File: config.mk
export PLATFORM = sky130hd
export DESIGN_NAME = seq_mult_4bit
export DESIGN_NICKNAME = d
export VERILOG_FILES = /design/src/rtl/seq_mult_4bit.sv
export SDC_FILE = /design/constraint.sdc
export NUM_CORES = 1
export LEC_CHECK = 0
export ABC_AREA = 1
export BUFFER_PORTS_ARGS = -buffer_cell sky130_fd_sc_hd__buf_4
export CAP_MARGIN = 0
export CORE_MARGIN = 8
export CORE_UTILIZATION = 45
export DETAILED_ROUTE_END_ITERATION = 10
export PLACE_DENSITY = 0.73
export SYNTH_ARGS = -nofsm -noshare
export SYNTH_HDL_FRONTEND = slang
export SYNTH_SLANG_ARGS = --single-unit
export TNS_END_PERCENT = 1
File: constraint.sdc
create_clock -name clk -period 1.3 [get_ports clk]
set_input_delay 0.39 -clock clk [delete_from_list [all_inputs] [get_ports clk]]
set_output_delay 0.39 -clock clk [all_outputs]
set_load 0.02 [all_outputs]
File: src/rtl/seq_mult_4bit.sv
// Sequential 4x4 unsigned shift-add multiplier that borrows an external
// combinational 4-bit adder; one partial-product iteration per clock.
module seq_mult_4bit (
  input  logic       clk,
  input  logic       reset,
  input  logic       start,
  input  logic [3:0] a_in,
  input  logic [3:0] b_in,
  output logic [3:0] add_a,
  output logic [3:0] add_b,
  input  logic [3:0] add_s,
  input  logic       add_cout,
  output logic [7:0] product,
  output logic       busy,
  output logic       done
);

  typedef enum logic {S_IDLE, S_CALC} state_t;

  state_t      r_state, w_state_nxt;
  logic [3:0]  r_m,     w_m_nxt;
  logic [3:0]  r_acc,   w_acc_nxt;
  logic [3:0]  r_q,     w_q_nxt;
  logic [1:0]  r_cnt,   w_cnt_nxt;
  logic [7:0]  r_product, w_product_nxt;
  logic        r_done,  w_done_nxt;
  logic [3:0]  w_add_a, w_add_b;

  always_ff @(posedge clk or posedge reset) begin
    if (reset) begin
      r_state   <= S_IDLE;
      r_m       <= 4'd0;
      r_acc     <= 4'd0;
      r_q       <= 4'd0;
      r_cnt     <= 2'd0;
      r_product <= 8'd0;
      r_done    <= 1'b0;
    end else begin
      r_state   <= w_state_nxt;
      r_m       <= w_m_nxt;
      r_acc     <= w_acc_nxt;
      r_q       <= w_q_nxt;
      r_cnt     <= w_cnt_nxt;
      r_product <= w_product_nxt;
      r_done    <= w_done_nxt;
    end
  end

  always_comb begin
    w_state_nxt   = r_state;
    w_m_nxt       = r_m;
    w_acc_nxt     = r_acc;
    w_q_nxt       = r_q;
    w_cnt_nxt     = r_cnt;
    w_product_nxt = r_product;
    w_done_nxt    = 1'b0;
    w_add_a       = 4'd0;
    w_add_b       = 4'd0;
    case (r_state)
      S_IDLE: begin
        if (start) begin
          w_m_nxt     = a_in;
          w_q_nxt     = b_in;
          w_acc_nxt   = 4'd0;
          w_cnt_nxt   = 2'd0;
          w_state_nxt = S_CALC;
        end
      end
      S_CALC: begin
        w_add_a   = r_acc;
        w_add_b   = r_q[0] ? r_m : 4'd0;
        // Shift the 5-bit sum right into {Acc,Q}; the dropped LSB lands in Q.
        w_acc_nxt = {add_cout, add_s[3:1]};
        w_q_nxt   = {add_s[0], r_q[3:1]};
        w_cnt_nxt = r_cnt + 2'd1;
        if (r_cnt == 2'd3) begin
          w_product_nxt = {add_cout, add_s, r_q[3:1]};
          w_done_nxt    = 1'b1;
          w_state_nxt   = S_IDLE;
        end
      end
      default: w_state_nxt = S_IDLE;
    endcase
  end

  assign add_a   = w_add_a;
  assign add_b   = w_add_b;
  assign product = r_product;
  assign busy    = (r_state == S_CALC);
  assign done    = r_done;

endmodule

Yosys cells after proc, flatten, opt, wreduce, memory -nomap -nowiden
Index checks and enable logic that the tools add are counted.
{ "word_totals": {"regBits": 24, "word_cells": 27, "output_inout_bits": 18, "inputBits": 16} }
{ "classes": {"mux": 14, "bitwise_logic": 1, "n_addsub": 1, "reduce_logical": 2, "eq_ne": 2} }
{ "ops": {"columns": ["operator", "count"], "rows": [
  ["4-bit two-way mux", 5],
  ["4-bit one-hot mux with 2 select lines", 2],
  ["1-bit two-way mux", 4],
  ["2-bit one-hot mux with 2 select lines", 1],
  ["2-bit AND reduction", 2],
  ["2-bit by 1-bit adder with 2-bit output, second input constant", 1],
  ["2-bit == test, second input constant", 1],
  ["2-bit two-way mux", 1],
  ["2-bit inequality test, second input constant", 1],
  ["1-bit one-hot mux with 2 select lines", 1],
  ["1-bit NOT", 1]
]} }

Logic depth before layout (Yosys ltp)
Gate-level depths: netlist of the first run.
{ "depth": {"word_depth": 3, "ltp_mapped": 5, "depth_no_buf": 5} }

Worst setup path after synthesis of the first run
No wires, ideal clock.
{ "synth_timing": {"kind": "flip-flop to output port", "from": "register r_state, in the netlist busy", "to": "output add_b[0]", "n_path_buf": 0, "slack_ps": -72, "arrival_ps": 982, "required_ps": 910, "stages_incl_launch_ff": 3, "cell_sequence": "dfrtp_1 > nand2_1 > nor2_1"} }
{ "synth_via": {"elab_chain_cells": 1} }
{ "synth_lines": {"columns": ["element", "line_no", "text"], "rows": [
  ["start: declaration", "20", "state_t r_state, w_state_nxt;"],
  ["start signal: assignment", "39", "r_state <= w_state_nxt;"],
  ["4-bit two-way mux", "59", "case (r_state)"],
  ["end: declaration", "10", "output logic [3:0] add_b,"]
]} }
No other way between the ends.

Worst setup path in the final report of the first run
{ "layout_timing": {"from": "register r_state, in the netlist busy", "to": "output add_a[2]"} }
{ "layout_via": {"elab_chain_cells": 1} }
{ "layout_lines": {"columns": ["element", "line_no", "text"], "rows": [
  ["4-bit two-way mux", "59", null],
  ["end: declaration", "9", "output logic [3:0] add_a,"]
]} }
No other way between the ends.

==> impl_metrics.env, run 1 <==
export IMPL_hold_path_class="in2async"
export IMPL_worst_r2r_setup_slack_ns=0.06
export IMPL_clock_tree_root_cell="clkbuf_4"
export IMPL_drive_above_1_share_pct=38.9
export IMPL_post_route_clock_skew_ns=0.00191
export IMPL_multi_input_logic_area_sq_um=362
export IMPL_vias=896
export IMPL_vdd_drop_max_v=0.00136
export IMPL_detailedRoute_firstPassIterationCount=4
export IMPL_place_detailed_hpwl_mm=1.77
export IMPL_num_fill_cells=185
export IMPL_synth_adder_area_share_pct=1.23
export IMPL_grt_setup_unrepaired="true"
export IMPL_clock_latency_ns=0.31
export IMPL_num_antenna_cells=0
export IMPL_worstPathCellList="buf_6 -> nand2_2 -> inv_2 -> buf_6"
export IMPL_critPathMaxFanout=6
export IMPL_finalWirelength_mm=2.48
export IMPL_core_area_sq_um=2170
export IMPL_cellPowerDensity_nw_per_um2=2350
export IMPL_chipWidth_microns=63.6
export IMPL_route_met3_wl_microns=159
export IMPL_report_final_slew_viol_count=0
export IMPL_cp_slowest_cell="dfrtp_2"
export IMPL_grt_pass1_vias=930
export IMPL_post_route_min_period_ns=1.52
export IMPL_synth_compound_gate_area_share_pct=4.55
export IMPL_power_mw=3.39
export IMPL_initial_antenna_violation_count=0
export IMPL_setup_worst_path_end_class="primary output"
export IMPL_worst_slack_ns=-0.223
export IMPL_synth_top_family_by_area="simple AND/OR/NAND/NOR gates"
export IMPL_track_usage_pct=12.3
export IMPL_share_of_synthesized_cell_area_in_and_or_nand_and_nor_gates_pct=27.0
export IMPL_first_iter_violations=28
export IMPL_cts_buffer_depth=2
export IMPL_cp_start_kind="flip-flop"
export IMPL_cp_slowest_stage_delay_ns=0.46
export IMPL_timing_hold_violations_final=0
export IMPL_synth_nets=137
export IMPL_failed_checks="negative setup slack"
export IMPL_drt_wirelength_per_cell_microns=13.0
export IMPL_final_core_utilization_pct=66.6
export IMPL_globalRouteOverflowTotal=0
export IMPL_tritoncts_clock_tree="yes"
export IMPL_synth_mux_area_fraction_pct=0
export IMPL_outcome="finished with violations"
export IMPL_cellLeakagePower_nw=0.798
export IMPL_synth_cell_types=12
export IMPL_total_non_filler_cell_area_in_the_finished_layout_sq_um=1440
export IMPL_register_area_sq_um=602
export IMPL_critical_path_top_delay_family="flip-flops"
export IMPL_critPathRequiredTime_ns=0.91
export IMPL_worstPathBufferInverterCount=3
export IMPL_register_bit_count_reported_by_yosys=24
export IMPL_post_dp_cell_area_sq_um=1310
export IMPL_mean_area_per_synthesized_cell_sq_um=8.49
export IMPL_antenna_violating_nets_post_route=0
export IMPL_syn_area_sq_um=1020
export IMPL_cts_htree_levels=1
export IMPL_wl_met2_mm=1.15
export IMPL_synthToLayoutAreaGrowth_pct=41.8
export IMPL_floorplan_initialDensity_pct=46.9
export IMPL_tritoncts_buffers=3
export IMPL_remaining_drc_errors=0
export IMPL_final_min_period_over_clock_period_pct=117
export IMPL_via_per_inst=4.72
export IMPL_cts_sinks=24
export IMPL_crit_type="reg2out"
export IMPL_max_freq_ghz=0.657
export IMPL_cap_viol_max_count=0
export IMPL_timing_critical_path_mode_cell="buf_6"
export IMPL_fp_dieH_microns=63.6
export IMPL_port_buffers=33
export IMPL_synth_seq_area_share_pct=59.0
export IMPL_count_of_warnings_emitted_by_yosys=0
export IMPL_place_congestion=0.773
export IMPL_place_ws_ns=0.0644
export IMPL_report_final_setup_viol=9
export IMPL_post_cts_hold_buffer_count=0
export IMPL_critPathArrivalTime_ns=1.13
export IMPL_design_die_area_sq_um=4040
export IMPL_wl_met1_mm=1.14
export IMPL_worstMarginPinSlew_ns=0.305
export IMPL_synthXorXnorAreaFrac_pct=0
export IMPL_boundaryPins=34
export IMPL_rows=17
export IMPL_finish_net_count=180
export IMPL_final_hold_worst_slack_ns=0.104
export IMPL_slew_limit_headroom_pct=79.7
export IMPL_clk_transition_reported_paths_ns=0.12
export IMPL_wire_length_of_the_first_global_routing_pass_mm=4.13
export IMPL_synth_cells=120
export IMPL_dr_max_layer_used="met4"
export IMPL_grt_start_max_net_pins=25
-- area by class of cell --
cell class / count / share of cell area (%)
Timing Repair Buffer: 41 / 24.4
Clock buffer: 4 / 2.51
Tap cell: 28 / 2.43
Multi-Input combinational cell: 78 / 25.0
Sequential cell: 24 / 41.7
Inverter: 15 / 3.90
-- cell usage in the layout (no fill, tap or decap) --
cell and n:
nand3_1 8, nor2_1 6, o21ai_0 4, buf_6 12, clkbuf_8 1, dfrtp_1 23, buf_4 29, ha_1 1
dfrtp_2 1, inv_1 9, o21ai_2 3, nand2_2 6, nand2_4 1, nand2_1 48, nor2_4 1, clkbuf_4 3
inv_2 6
-- state kept, by name (all words and copies together) (netlist names) --
signal and cells:
busy 1, done 1, product 8, r_acc 4
r_cnt 2, r_m 4, r_q 4
-- synth_stat cells --
cell / instances / share of area [%]
ha_1: 1 / 1.2
nor2_1: 7 / 2.6
dfrtp_1: 24 / 59
nand2_1: 54 / 20
nand3_1: 8 / 3.9
o21ai_2: 3 / 2.6
nand2_2: 1 / 0.61
o21ai_0: 4 / 2.0
buf_2: 1 / 0.49
inv_2: 2 / 0.74
buf_6: 2 / 2.2
inv_1: 13 / 4.8
-- kinds of logic (layout without fill, tap and decap cells) --
family                     Yosys count  in the layout
buffers and inverters               18             60
DFF                                 24             24
adders and majority gates            1              1
AOI/OAI and AO/OA                    7              7
and+or+nand+nor                     70             70
-- where the power goes --
group | switching [mW] | internal (mW)
clock | 0.216 | 0.171
sequential | 0.225 | 1.08
combinational | 0.943 | 0.763
total | 1.38 | 2.01
-- worst register-to-register path: cells and delay by family (launching register included) --
family | cells | cell delay [ns]
flops | 1 | 0.46
buf+inv | 3 | 0.40
simple gates | 3 | 0.27
-- routing by layer --
layer | vias to the layer above | GRT usage, %
li1 | 446 | -
met4 | 0 | 5.01
met2 | 27 | 20.3
met3 | 5 | 4.42
met5 | - | 0
met1 | 418 | 14.2
-- metrics by stage --
stage               setup TNS [ns]  cells
global route                 -2.21    190
detailed placement               0    183
CTS                          -2.14    190
global placement                 0    183
floorplan                   -0.519    120
finish                       -1.72    190
-- final timing paths --
check / endpoint / startpoint / cells after the start
setup / recovery: add_a[2] / busy / 4
hold / removal: done / reset / 3
setup reg to reg: product[1] / busy / 6
hold reg to reg: r_m[1] / r_m[1] / 2
max in group asynchronous: busy / reset / 3
min in group clk: r_m[0] / a_in[0] / 3
-- repair_timing --
action	4_1_cts	5_1_grt
setup endpoints to repair	9	30
resized for setup	10	16
buffers inserted	3	0
Power figures use the tool's default switching activity.
==> inputs of run 2 (changes only) <==
--- a/config.mk
+++ b/config.mk
@@ -9,9 +9,9 @@
 export BUFFER_PORTS_ARGS = -buffer_cell sky130_fd_sc_hd__buf_4
 export CAP_MARGIN = 0
 export CORE_MARGIN = 8
-export CORE_UTILIZATION = 45
+export CORE_UTILIZATION = 48
 export DETAILED_ROUTE_END_ITERATION = 10
-export PLACE_DENSITY = 0.73
+export PLACE_DENSITY = 0.77
 export SYNTH_ARGS = -nofsm -noshare
 export SYNTH_HDL_FRONTEND = slang
 export SYNTH_SLANG_ARGS = --single-unit
==> impl_metrics.env, run 2 (synthesis gave the netlist of run 1 again) <==
export IMPL_post_dp_cell_area_sq_um=1320
export IMPL_fp_dieH_microns=62.1
export IMPL_cp_slowest_cell="dfrtp_2"
export IMPL_critical_path_top_delay_family="flip-flops"
export IMPL_largest_register_ffs=8
export IMPL_chipWidth_microns=62.1
export IMPL_drt_wirelength_per_cell_microns=13.8
export IMPL_boundaryPins=34
export IMPL_floorplan_initialDensity_pct=51.4
export IMPL_post_cts_hold_buffer_count=0
export IMPL_mostFrequentLayoutCells="nand2_1 (47), buf_4 (31), dfrtp_1 (23), buf_6 (12), inv_1 (9)"
export IMPL_finalWirelength_mm=2.65
export IMPL_remaining_drc_errors=0
export IMPL_clock_tree_root_cell="clkbuf_4"
export IMPL_sequentialPowerShare_pct=36.7
export IMPL_cts_htree_levels=1
export IMPL_place_ws_ns=0.120
export IMPL_cts_sinks=24
export IMPL_hold_path_class="in2async"
export IMPL_global_route_peak_usage_layer="met2"
export IMPL_most_common_cell_after_layout_fill_and_taps_aside="nand2_1"
export IMPL_num_fill_cells=136
export IMPL_worst_r2r_setup_slack_ns=-0.03
export IMPL_final_hold_worst_slack_ns=0.0968
export IMPL_report_final_setup_viol=19
export IMPL_post_route_min_period_ns=1.52
export IMPL_cellPowerDensity_nw_per_um2=2370
export IMPL_vdd_drop_max_v=0.00176
export IMPL_final_min_period_over_clock_period_pct=117
export IMPL_tritoncts_clock_tree="yes"
export IMPL_worstPathCellList="buf_6 -> nand2_2 -> inv_2 -> buf_6"
export IMPL_critPathMaxFanout=6
export IMPL_setup_tns_final_ns=-1.84
export IMPL_via_per_inst=4.97
export IMPL_worst_slack_ns=-0.225
export IMPL_design_die_area_sq_um=3850
export IMPL_cp_slowest_stage_delay_ns=0.47
export IMPL_post_route_clock_skew_ns=0.00310
export IMPL_synthToLayoutAreaGrowth_pct=48.2
export IMPL_final_cells=192
export IMPL_place_detailed_hpwl_mm=1.79
export IMPL_num_antenna_cells=0
export IMPL_first_iter_violations=34
export IMPL_numPlacedInstances=183
export IMPL_p_sw_share_pct=41.2
export IMPL_initial_antenna_violation_count=0
export IMPL_tritoncts_buffers=3
export IMPL_grt_setup_unrepaired="true"
export IMPL_rows=16
export IMPL_core_area_sq_um=1980
export IMPL_timing_critical_path_mode_cell="buf_6"
export IMPL_setup_worst_path_end_class="primary output"
export IMPL_track_usage_pct=14.7
export IMPL_cp_start_kind="flip-flop"
export IMPL_use_met2_pct=24.2
export IMPL_crit_type="reg2out"
export IMPL_final_core_utilization_pct=76.1
export IMPL_cap_viol_max_count=0
export IMPL_worstPathBufferInverterCount=3
export IMPL_place_congestion=0.739
export IMPL_grt_pass1_vias=948
export IMPL_clock_latency_ns=0.32
export IMPL_max_freq_ghz=0.656
export IMPL_slew_limit_headroom_pct=79.9
export IMPL_comb_power_share_pct=52.2
export IMPL_power_mw=3.58
export IMPL_report_final_slew_viol_count=0
export IMPL_timing_hold_violations_final=0
export IMPL_total_non_filler_cell_area_in_the_finished_layout_sq_um=1510
export IMPL_worst_flop_to_flop_path_startpoint="busy"
export IMPL_antenna_violating_nets_post_route=0
export IMPL_globalRouteMet3Util_pct=4.12
export IMPL_reg2reg_to="r_cnt[0]"
export IMPL_grt_start_max_net_pins=25
export IMPL_wire_length_of_the_first_global_routing_pass_mm=4.20
export IMPL_cellLeakagePower_nw=0.818
export IMPL_failed_checks="negative setup slack"
export IMPL_timing_reg2reg_worst_path_depth=7
export IMPL_port_buffers=33
export IMPL_internal_power_mw=2.11
export IMPL_cts_buffer_depth=2
export IMPL_power_switching_mw=1.47
export IMPL_power_frac_clock_pct=11.0
export IMPL_detailedRoute_firstPassIterationCount=5
export IMPL_clk_transition_reported_paths_ns=0.13
export IMPL_vias=954
export IMPL_globalRouteOverflowTotal=0
export IMPL_finish_net_count=183
export IMPL_worstMarginPinSlew_ns=0.302
export IMPL_critPathArrivalTime_ns=1.13
export IMPL_drive_above_1_share_pct=43.6
export IMPL_critPathRequiredTime_ns=0.91
export IMPL_outcome="finished with violations"
export IMPL_met1_usage_pct=17.6
-- run 2: area by class of cell --
type | instances | area (sq um) | share of cell area (%)
inverters | 15 | 58.8 | 3.90
multi-input cells | 78 | 395 | 26.2
repair buffers | 44 | 383 | 25.4
clock buffers | 4 | 36.3 | 2.40
flip-flops and latches | 24 | 602 | 39.9
well taps | 27 | 33.8 | 2.24
-- run 2: worst max-delay path by stage --
| stage | start | to | slack, ns | depth (start not counted) |
|---|---|---|---|---|
| 6_report | busy | add_a[2] | -0.22 | 4 |
| 5_1_grt | busy | add_a[2] | -0.26 | 4 |
| 4_1_cts | busy | add_a[0] | -0.22 | 4 |
| 3_5_place_dp | busy | add_a[0] | 0.12 | 4 |
| 3_3_place_gp | busy | add_a[2] | 0.13 | 4 |
| 2_1_floorplan | busy | add_b[0] | -0.07 | 2 |
-- run 2: power groups by stage --
stage | Sequential [mW] | Clock, mW | Combinational, mW
after global placement | 1.26 | 0 | 1.47
after CTS | 1.27 | 0.398 | 1.63
after global routing | 1.35 | 0.422 | 2.05
final | 1.31 | 0.395 | 1.87
after floorplan | 1.43 | 0 | 0.734
after detailed placement | 1.27 | 0 | 1.51
-- run 2: layer usage --
layer / share of wire (%) / vias up
li1: - / 454
met1: 42 / 460
met2: 49 / 36
met3: 8.4 / 4
met4: 0.94 / 0
met5: 0 / -
-- run 2: tightest hold or removal path, cell delays in order --
cell	delay, ns
buf_4	0.11
inv_1	0.04
buf_4	0.29
-- run 2: timing repair --
| action | in CTS | in global routing |
|---|---|---|
| setup endpoints to repair | 9 | 18 |
| resized for setup | 9 | 29 |
| pin swaps | 0 | 1 |
| buffers inserted | 4 | 1 |
==> inputs of run 3 (changes only) <==
--- a/config.mk
+++ b/config.mk
@@ -11,6 +11,7 @@
 export CORE_MARGIN = 8
 export CORE_UTILIZATION = 48
 export DETAILED_ROUTE_END_ITERATION = 10
+export MAX_ROUTING_LAYER = met4
 export PLACE_DENSITY = 0.77
 export SYNTH_ARGS = -nofsm -noshare
 export SYNTH_HDL_FRONTEND = slang
==> constraint.sdc (replaced) <==
create_clock -name clk -period 1.45 [get_ports clk]
set_input_delay 0.435 -clock clk [delete_from_list [all_inputs] [get_ports clk]]
set_output_delay 0.435 -clock clk [all_outputs]
set_load 0.01 [all_outputs]
==> impl_metrics.env, run 3 (synthesis gave the netlist of run 1 again) <==
export IMPL_cts_buffer_depth=2
export IMPL_timing_hold_violations_final=0
export IMPL_worst_slack_ns=-0.101
export IMPL_finish_net_count=180
export IMPL_critPathMaxFanout=5
export IMPL_drt_wirelength_per_cell_microns=12.4
export IMPL_timing_critical_path_mode_cell="buf_6"
export IMPL_rows=16
export IMPL_hold_path_class="in2async"
export IMPL_most_common_cell_after_layout_fill_and_taps_aside="nand2_1"
export IMPL_mostFrequentLayoutCells="nand2_1 (50), buf_4 (35), dfrtp_1 (23), inv_1 (10), nand3_1 (8)"
export IMPL_failed_checks="negative setup slack"
export IMPL_report_final_slew_viol_count=0
export IMPL_vdd_drop_max_v=0.00125
export IMPL_first_iter_violations=17
export IMPL_core_area_sq_um=1980
export IMPL_max_freq_ghz=0.645
export IMPL_final_cells=189
export IMPL_post_dp_cell_area_sq_um=1300
export IMPL_port_buffers=33
export IMPL_total_non_filler_cell_area_in_the_finished_layout_sq_um=1410
export IMPL_cellPowerDensity_nw_per_um2=1960
export IMPL_grt_setup_unrepaired="true"
export IMPL_setup_worst_path_end_class="primary output"
export IMPL_clock_tree_root_cell="clkbuf_4"
export IMPL_cts_sinks=24
export IMPL_synthToLayoutAreaGrowth_pct=38.8
export IMPL_globalRouteOverflowTotal=0
export IMPL_tritoncts_buffers=3
export IMPL_cp_slowest_stage_delay_ns=0.46
export IMPL_grt_start_max_net_pins=17
export IMPL_worstPathCellList="buf_6 -> nand2_2 -> inv_2 -> buf_6"
export IMPL_track_usage_pct=13.7
export IMPL_cp_start_kind="flip-flop"
export IMPL_post_route_min_period_ns=1.55
export IMPL_cts_htree_levels=1
export IMPL_vias=889
export IMPL_initial_antenna_violation_count=0
export IMPL_cap_viol_max_count=0
export IMPL_chipWidth_microns=62.1
export IMPL_via_per_inst=4.70
export IMPL_wire_length_of_the_first_global_routing_pass_mm=3.80
export IMPL_crit_type="reg2out"
export IMPL_critPathRequiredTime_ns=1.02
export IMPL_floorplan_initialDensity_pct=51.4
export IMPL_critPathArrivalTime_ns=1.12
export IMPL_place_ws_ns=0.193
export IMPL_grt_pass1_vias=893
export IMPL_worstMarginPinSlew_ns=0.332
export IMPL_final_min_period_over_clock_period_pct=107
export IMPL_boundaryPins=34
export IMPL_num_antenna_cells=0
export IMPL_detailedRoute_firstPassIterationCount=4
export IMPL_numPlacedInstances=181
export IMPL_cellLeakagePower_nw=0.791
export IMPL_drive_above_1_share_pct=38.3
export IMPL_design_die_area_sq_um=3850
export IMPL_finalWirelength_mm=2.35
export IMPL_slew_limit_headroom_pct=77.8
export IMPL_place_congestion=0.778
export IMPL_post_cts_hold_buffer_count=0
export IMPL_outcome="finished with violations"
export IMPL_clk_transition_reported_paths_ns=0.13
export IMPL_tritoncts_clock_tree="yes"
export IMPL_post_route_clock_skew_ns=0.00909
export IMPL_place_detailed_hpwl_mm=1.75
export IMPL_largest_register_ffs=8
export IMPL_cp_slowest_cell="dfrtp_2"
export IMPL_antenna_violating_nets_post_route=0
export IMPL_report_final_setup_viol=9
export IMPL_fp_dieH_microns=62.1
export IMPL_clock_latency_ns=0.32
export IMPL_worst_r2r_setup_slack_ns=0.11
export IMPL_remaining_drc_errors=0
export IMPL_num_fill_cells=170
==> run 3: cell types whose count changed in the layout (fill, tap and decap cells not counted) <==
cell / delta
nor2_4: -1
nor2_1: +3
inv_1: +1
nand2_2: -2
buf_2: +1
buf_8: -1
nand2_1: +3
inv_4: -1
nand2_8: -1
buf_6: -7
nor2_2: -2
buf_4: +4
==> run 3: path summary, 6_finish.rpt <==
kind / startpoint / endpoint / cells after the start
max reg2reg: busy / product[1] / 6
max in group asynchronous: reset / busy / 3
max: busy / add_a[0] / 4
min reg2reg: r_m[3] / r_m[3] / 2
min: reset / r_acc[3] / 2
min in group clk: a_in[0] / r_m[0] / 3
==> run 3: layer usage <==
| layer | up-vias | track usage, % | wire [microns] |
|---|---|---|---|
| met5 | - | - | 0 |
| met4 | 0 | 4.87 | 30 |
| met3 | 3 | 3.09 | 149 |
| met2 | 25 | 21.7 | 1110 |
| met1 | 414 | 16.9 | 1060 |
| li1 | 447 | - | - |
==> run 3: cell type report <==
type	count	area, sq um	share of cell area, %
clock buffer	4	36.3	2.57
inverter	15	56.3	3.98
multi-input combinational	78	362	25.6
sequential	24	602	42.6
tap	27	33.8	2.39
timing repair buffer	41	324	22.9
==> run 3: repair_timing <==
item,4_1_cts,5_1_grt
pin swaps,0,1
buffers inserted,3,0
setup endpoints to repair,8,9
gates cloned,1,0
gates resized for setup,9,9
endpoints found under the hold margin,0,0
==> run 3: worst max-delay path: cells and delay by family, from the launching register on <==
| family | cells | cell delay [ns] |
|---|---|---|
| buffers and inverters | 3 | 0.29 |
| DFF | 1 | 0.46 |
| and+or+nand+nor | 1 | 0.06 |
==> run 3: where the power goes <==
| part | total, mW | internal [mW] | switching, mW | leakage, nW |
|---|---|---|---|---|
| Sequential | 1.15 | 0.964 | 0.188 | 0.293 |
| Clock | 0.347 | 0.154 | 0.193 | 0.0210 |
| Combinational | 1.28 | 0.614 | 0.664 | 0.477 |
| Total | 2.78 | 1.73 | 1.05 | 0.791 |
==> run 3: through the flow <==
stage                     TNS (ns)  util [%]  power (mW)  hold slack, ns
after CTS                   -0.628      70.1        2.75          0.0644
after floorplan                  0         -        1.78           0.442
after global placement           0      65.7        2.24           0.418
after global routing         -1.14      71.3        3.01          0.0728
final                       -0.545      71.3        2.78          0.0550
after detailed placement         0      65.7        2.28           0.415
